`config.mk`:
```
export PLATFORM = sky130hd
export DESIGN_NAME = fetch_controller
export DESIGN_NICKNAME = d
export VERILOG_FILES = /design/src/rtl/fetch_ctrl_pkg.sv /design/src/rtl/fetch_controller.sv
export SDC_FILE = /design/constraint.sdc
export NUM_CORES = 1
export LEC_CHECK = 0
export CAP_MARGIN = 20
export CORE_MARGIN = 2
export CORE_UTILIZATION = 46
export DETAILED_ROUTE_END_ITERATION = 16
export GPL_TIMING_DRIVEN = 0
export PLACE_DENSITY = 0.81
export SLEW_MARGIN = 20
export SYNTH_ARGS = -nofsm -noshare
export SYNTH_HDL_FRONTEND = slang
export SYNTH_SLANG_ARGS = --single-unit
```
`constraint.sdc`:
```
create_clock -name clk -period 2.4 [get_ports clk]
set_clock_uncertainty 0.15 [all_clocks]
set_input_delay 0.48 -clock clk [delete_from_list [all_inputs] [get_ports clk]]
set_output_delay 0.48 -clock clk [all_outputs]
set_load 0.03 [all_outputs]
```
`src/rtl/fetch_ctrl_pkg.sv`:
```
// Shared types and constants for the IF-stage fetch sequencer.
package fetch_ctrl_pkg;

  typedef enum logic [1:0] {
    BOOT = 2'd0,
    RUN  = 2'd1,
    HALT = 2'd2
  } fetch_state_t;

  localparam logic [31:0] PC_STEP      = 32'd4;
  localparam logic [31:0] SYSCALL_WORD = 32'h0000_000C;

endpackage

```
`src/rtl/fetch_controller.sv`:
```
// Fetch PC sequencer: boot hold, +4 stepping, hazard freeze, redirect with
// one-cycle flush, and halt on a syscall word until a run pulse arrives.
module fetch_controller
  import fetch_ctrl_pkg::*;
#(
  parameter logic [31:0] RESET_PC    = 32'h0000_0000,
  parameter int unsigned BOOT_CYCLES = 2,
  parameter logic [31:0] HALT_INSTR  = SYSCALL_WORD
) (
  input  logic        clk,
  input  logic        rst,
  input  logic        hazard_stall,
  input  logic        redirect_valid,
  input  logic [31:0] redirect_pc,
  input  logic [31:0] instruction_in,
  input  logic        run,
  output logic [31:0] pc_in,
  output logic        stall,
  output logic        flush,
  output logic        halted,
  output logic        err_misaligned,
  output logic [31:0] fetch_count
);

  localparam int unsigned BOOT_W    = (BOOT_CYCLES < 1) ? 1 : $clog2(BOOT_CYCLES + 1);
  localparam int unsigned BOOT_LAST = (BOOT_CYCLES == 0) ? 0 : BOOT_CYCLES - 1;
  localparam logic [BOOT_W-1:0] BOOT_LAST_W = BOOT_W'(BOOT_LAST);

  fetch_state_t      state_q, state_d;
  logic [BOOT_W-1:0] boot_cnt_q, boot_cnt_d;
  logic [31:0]       pc_q, pc_d;
  logic              stall_q, stall_d;
  logic              flush_q, flush_d;
  logic              halted_q, halted_d;
  logic              err_q, err_d;
  logic [31:0]       fetch_count_q, fetch_count_d;
  logic              advance;
  logic              boot_done;

  // A zero-length boot window still spends the first edge after release in BOOT.
  assign boot_done = (boot_cnt_q == BOOT_LAST_W);

  always_comb begin
    state_d    = state_q;
    boot_cnt_d = boot_cnt_q;
    pc_d       = pc_q;
    stall_d    = stall_q;
    flush_d    = flush_q;
    halted_d   = halted_q;
    err_d      = err_q;
    advance    = 1'b0;

    case (state_q)
      BOOT: begin
        boot_cnt_d = boot_cnt_q + 1'b1;
        stall_d    = 1'b1;
        flush_d    = 1'b1;
        if (boot_done) begin
          state_d = RUN;
          stall_d = 1'b0;
          flush_d = 1'b0;
        end
      end

      RUN: begin
        if (redirect_valid) begin
          pc_d    = {redirect_pc[31:2], 2'b00};
          flush_d = 1'b1;
          stall_d = 1'b0;
          advance = 1'b1;
          if (redirect_pc[1:0] != 2'b00) begin
            err_d = 1'b1;
          end
        end else if (hazard_stall) begin
          stall_d = 1'b1;
          flush_d = 1'b0;
        // A halt word seen right after a stall or flush is not a real fetch.
        end else if ((instruction_in == HALT_INSTR) && !stall_q && !flush_q) begin
          state_d  = HALT;
          halted_d = 1'b1;
          stall_d  = 1'b1;
          flush_d  = 1'b0;
        end else begin
          pc_d    = pc_q + PC_STEP;
          stall_d = 1'b0;
          flush_d = 1'b0;
          advance = 1'b1;
        end
      end

      HALT: begin
        stall_d  = 1'b1;
        flush_d  = 1'b0;
        halted_d = 1'b1;
        if (run) begin
          state_d  = RUN;
          halted_d = 1'b0;
          stall_d  = 1'b0;
          pc_d     = pc_q + PC_STEP;
          advance  = 1'b1;
        end
      end

      default: begin
        state_d = BOOT;
      end
    endcase

    fetch_count_d = (advance && (fetch_count_q != 32'hFFFF_FFFF)) ?
                    fetch_count_q + 32'd1 : fetch_count_q;
  end

  always_ff @(posedge clk or negedge rst) begin
    if (!rst) begin
      state_q  <= BOOT;
      pc_q     <= RESET_PC;
      stall_q  <= 1'b1;
      flush_q  <= 1'b1;
      halted_q <= 1'b0;
      err_q    <= 1'b0;
    end else begin
      state_q  <= state_d;
      pc_q     <= pc_d;
      stall_q  <= stall_d;
      flush_q  <= flush_d;
      halted_q <= halted_d;
      err_q    <= err_d;
    end
  end

  always_ff @(posedge clk or negedge rst) begin
    if (!rst) begin
      boot_cnt_q <= '0;
    end else begin
      boot_cnt_q <= boot_cnt_d;
    end
  end

  always_ff @(posedge clk or negedge rst) begin
    if (!rst) begin
      fetch_count_q <= 32'd0;
    end else begin
      fetch_count_q <= fetch_count_d;
    end
  end

  assign pc_in          = pc_q;
  assign stall          = stall_q;
  assign flush          = flush_q;
  assign halted         = halted_q;
  assign err_misaligned = err_q;
  assign fetch_count    = fetch_count_q;

endmodule

```
# ---- Yosys cells after proc, flatten, opt, wreduce, memory -nomap -nowiden
# Index checks and enable logic that the tools add are counted.
dict set report classes {
  add_sub_neg 3
  eq_ne 12
  n_mux 28
  n_reduce_logical 13
}
# cell n
set ops {}
lappend ops {{$mux 32} 4}
lappend ops {{$pmux 32 s2} 1}
lappend ops {{$add 32x1->32 const B} 1}
lappend ops {{$add 32x3->32 const B} 1}
lappend ops {{$eq 32x4->1 const B} 1}
lappend ops {{$ne 32x32->1 const B} 1}
lappend ops {{$mux 1} 13}
lappend ops {{$mux 2} 5}
lappend ops {{$ne 2x2->1 const B} 5}
lappend ops {{$reduce_and 4->1} 2}
lappend ops {{$ne 3x3->1 const B} 2}
lappend ops {{$pmux 1 s3} 2}
lappend ops {{$pmux 2 s3} 1}
lappend ops {{$reduce_and 5->1} 1}
lappend ops {{$eq 2x1->1 const B} 2}
lappend ops {{$pmux 1 s2} 2}
lappend ops {{$reduce_bool 2->1} 2}
lappend ops {{$logic_and 1x1->1} 3}
lappend ops {{$reduce_and 3->1} 1}
lappend ops {{$reduce_bool 3->1} 1}
lappend ops {{$add 2x1->2 const B} 1}
lappend ops {{$eq 2x2->1 const B} 1}
lappend ops {{$logic_not 1->1} 2}
lappend ops {{$logic_not 2->1} 1}
dict set report word_totals {
  ff_bits 72
  word_cells 64
}

# ---- Longest topological paths before layout
dict set report depth {
  word_depth 8
  depth_mapped 9
  mapped_depth_nobuf 7
}

# ---- Worst setup path after synthesis
# Ideal clock, no wire load.
dict set report synth_timing {
  kind {reg-to-reg}
  start {reg pc_q[9] (netlist: pc_in[9])}
  end {reg pc_q[29] (netlist: pc_in[29])}
  arrival_ps 1939
  slack_ps 238
  stages_incl_launch_ff 8
  synth_period_minus_slack_ps 2162
  cell_sequence {dfrtp_1 buf_4 and4_1 nand4_1 nor4_4 nand3_1 a21oi_1 a2bb2oi_2}
}
dict set report synth_between {
  elab_chain_cells 5
  elab_cells_between_ends 6
}
# item line
set synth_lines {}
lappend synth_lines {{from (decl)} fetch_controller.sv:31} ;# logic [31:0] pc_q, pc_d;
lappend synth_lines {{from (signal assigned)} fetch_controller.sv:123} ;# pc_q <= pc_d;
lappend synth_lines {{$add 32x3->32 *} {fetch_controller.sv:84, fetch_controller.sv:99}}
lappend synth_lines {{$mux 32} fetch_controller.sv:78} ;# end else if ((instruction_in == HALT_INSTR) && !stall_q && !flush_q) begin
lappend synth_lines {{$mux 32} fetch_controller.sv:74} ;# end else if (hazard_stall) begin
lappend synth_lines {{$mux 32} fetch_controller.sv:66} ;# if (redirect_valid) begin
lappend synth_lines {{$pmux 32 s2 *} fetch_controller.sv:53} ;# case (state_q)
# Every way passes the cells marked *; elsewhere a longest branch is shown, timed or not. The select of a mux whose other input is x is not followed.
# A chain may end at the register's enable or synchronous reset.

# ---- Worst setup path after layout
dict set report layout_timing {
  start {in instruction_in[10]}
  end {reg pc_q[11] (netlist: pc_in[11])}
}
dict set report layout_between {
  elab_chain_cells 5
}
# item line
set layout_lines {}
lappend layout_lines {{from (decl)} fetch_controller.sv:15} ;# input logic [31:0] instruction_in,
lappend layout_lines {{$eq 32x4->1} fetch_controller.sv:78}
lappend layout_lines {{$logic_and 1x1->1 (2 in series)} fetch_controller.sv:78}
lappend layout_lines {{$ne 3x3->1 (no source line)} -}
lappend layout_lines {{$reduce_and 4->1 (no source line)} -}
# No other way between the ends.

==> impl_results.md <==
* Number of remaining DRC errors at 0
* Critical R2R Launch: state_q[1]$_DFFE_PN0P_
* Count of boundary I/O pins at 137
* Power Dens Cells at 661.6 nW/um^2
* Cell with the largest stage delay on the worst path: clkdlybuf4s50_1
* Biggest fanout along the worst timing path at 10
* CTS tree: built
* Number of vias after detailed routing at 4173
* Final weighted congestion in routability-driven placement at 0.9752
* Cell taking the most area after synthesis: dfrtp_1
* Slowest stage delay, CP at 0.41 ns
* Type of the worst setup path: in2reg
* Initial cell density of the core at 47.06%
* Average cell area after synthesis at 9.219 sq um
* Worst-case headroom to the max-slew limit at 47.31%
* Antenna cell count at 0
* Cell types with the highest counts after synthesis: 68 x dfrtp_1, 49 x nand2_1, 34 x a21oi_1
* Min-Delay Path Class: reg2reg
* Cell count of the worst reg-to-reg path at 8
* Type of element capturing the critical path: flop
* RSZ-0062 raised after global routing: yes
* Final worst hold slack at 0.3217 ns
* Initial antenna violation count at 0
* H-tree Lvls at 3
* End of the worst register-to-register path: fetch_count[28]$_DFFE_PN0P_
* Worst-path clk slew at 0.08 ns
* Distinct cell type count of the synthesized netlist at 55
* Filler cell count at 692
* Net count reported at finish at 669
* Synthesized flop and latch total at 70
* Fraction of layout instances using a drive strength above 1 at 13.04%
* Clock latency at the later pin of the worst-skew pair at 0.36 ns
* Number of input and output port buffers inserted at 134
* Ratio of final minimum period to clock period at 97.24%
* Worst reg2reg setup slack at 0.07 ns
* Routed length per placed instance at 17.73 microns
* Total core area at 8678 sq um
* Final setup violation count at 0
* Violation count after the first detailed-route iteration at 228
* Dominant cell by count in the synthesized netlist: dfrtp_1
* Final Slew Violations at 0
* Most frequent cell on the critical path: buf_4
* Pin count of the biggest net entering global routing at 40
* Pleak at 0.002353 uW
* Congestion Overflow GR at 0
* Required time at the worst-slack endpoint at 2.49 ns
* DRT Wirelength at 12510 microns
* Top cells by area in the synthesized netlist: dfrtp_1 42%, xnor2_1 6.0%, nand4_1 4.6%, nand2_1 4.5%, a21oi_1 4.2%
* Status: completed
* Share of flip-flops with an asynchronous set or reset at 100.0%
* Pin slew with the least headroom to its limit at 0.7875 ns
* Area added between synthesis and finish at 44.06%
* Total power of the final layout at 3892 uW
* Max Cap Viol at 0
* Hold EP: boot_cnt_q[0]$_DFFE_PN0P_
* Post-route ant nets at 0
* Finished Core Util at 67.79%
* Synthesized netlist cell count at 443
* Yosys top cell area share at 41.67%
* Die Y-Extent at 98.23 microns
* Site Rows at 34
* Post-synthesis instance area at 4084 sq um
* Wire length of the first global-routing pass at 20220 microns
* EDFF count, synth at 0
* Highest clock frequency the design can meet at 428.5 MHz
* Cell chosen for the clock root: clkbuf_8
* Die area at 9648 sq um
* Global-route total usage across every layer at 25.76%
* Cell count of the worst hold path at 1
* CP Launch Type: primary input
* Die extent in x at 98.23 microns
* Peak ir drop on the vdd network at 0.5841 mV
* Clk sinks at 70
* Share of synthesized area occupied by flip-flops and latches at 42.95%
* Final HPWL DP at 9076 microns
* Maximum buffer depth of the clock tree at 2
* DP Cell Count at 687
* Length of the first detailed-routing pass in iterations at 5
* Main flop type after synthesis: dfrtp_1
* Number of buffers created by CTS at 9
* Number of warning messages in the yosys log at 0
* Worst Path Arrival at 2.42 ns
* Final Hold Fails at 0
* Post-detailed-route via-to-cell ratio at 5.911
* Final Non-Filler Cells at 706
* Vias in the first global route at 4150
* Launch point of the worst hold path: boot_cnt_q[0]$_DFFE_PN0P_
* Cell-by-cell listing of the critical path: clkdlybuf4s50_1, nor4_1, nand4_2, buf_4, o31ai_4, a21boi_2, buf_4, a21oi_1, a21oi_2
* Final min period at 2.334 ns
[cell type report]
cell class / instances / area [sq um] / share of cell area, %
multi-input combinational: 342 / 2216 / 37.66
inverter: 11 / 41.29 / 0.7018
sequential: 70 / 1755 / 29.84
timing repair buffer: 139 / 1390 / 23.63
clock inverter: 7 / 77.57 / 1.319
tap: 108 / 135.1 / 2.297
buffer: 20 / 143.9 / 2.446
clock buffer: 9 / 123.9 / 2.105
[cell families (layout without fill, tap and decap cells)]
group / count (synthesis) / after routing / synth area share (%)
other cells: 1 / 2 / 0.09182
simple gates: 182 / 182 / 23.68
buf+inv: 32 / 186 / 4.411
xor+xnor: 30 / 30 / 6.434
fa+ha+maj: 7 / 7 / 2.145
compound gates: 117 / 117 / 19.21
flops: 70 / 70 / 42.95
mux: 4 / 4 / 1.072
[registers in the layout, indices dropped and copies added (netlist names)]
register,flops
stall,1
pc_in,30
err_misaligned,1
halted,1
fetch_count,32
flush,1
boot_cnt_q,2
state_q,2
[worst max-delay path, delay by kind of cell]
kind | cells | cell delay (ns)
AO/OA/AOI/OAI | 4 | 0.63
buffers and inverters | 3 | 0.82
AND/OR/NAND/NOR | 2 | 0.50
[per-layer routing]
metal / wire, microns / GRT usage, %
met5: 0 / 0
met4: 175 / 8.957
met3: 1103 / 5.870
met2: 6147 / 43.62
met1: 5088 / 32.58
[repair_timing]
item                       4_1_cts  5_1_grt
hold endpoints to repair        29        0
hold buffers                     1        0
pin swaps                        2        3
setup endpoints to repair       42       57
resized for setup               11        9
setup buffers                    0        3
[per-stage QoR]
| stage | setup slack, ns | area (sq um) | setup TNS [ns] |
|---|---|---|---|
| finish | 0.06620 | 5883 | 0 |
| global route | -0.05679 | 5883 | -0.3538 |
| CTS | 0.006162 | 5827 | 0 |
| detailed placement | -0.4507 | 5582 | -23.32 |
| global placement | -1.728 | 5564 | -136.97 |
| floorplan | 0.2378 | 4088 | 0 |
[cell usage in the layout, fill, tap and decap left out, types with 6 or more instances in the layout]
cell / n
clkdlybuf4s50_1: 132
dfrtp_1: 67
nand2_1: 49
a21oi_1: 34
nand4_1: 30
xnor2_1: 28
nor2_1: 26
nand3_1: 23
o21ai_0: 19
and3_1: 15
o21ai_1: 12
inv_1: 11
a21oi_2: 10
o22ai_1: 9
clkbuf_8: 9
buf_4: 8
buf_6: 6
ha_1: 6
[how the worst max path moves through the flow]
stage                                 from                          end  slack, ns  cells past startpoint
floorplan             pc_in[9]$_DFFE_PN0P_        pc_in[29]$_DFFE_PN0P_       0.24                      7
global placement                       rst  fetch_count[12]$_DFFE_PN0P_      -1.73                      1
detailed placement          redirect_valid        pc_in[13]$_DFFE_PN0P_      -0.45                      8
CTS                     instruction_in[17]        pc_in[11]$_DFFE_PN0P_      0.006                      8
global route        state_q[0]$_DFFE_PN0P_        pc_in[25]$_DFFE_PN0P_      -0.06                      6
finish                  instruction_in[10]        pc_in[11]$_DFFE_PN0P_       0.07                      9
[power breakdown]
part / internal [uW] / switching, uW
logic: 594 / 707
clock network: 491 / 512
registers: 1350 / 240
total: 2430 / 1460
(Power assumes the default switching activity.)
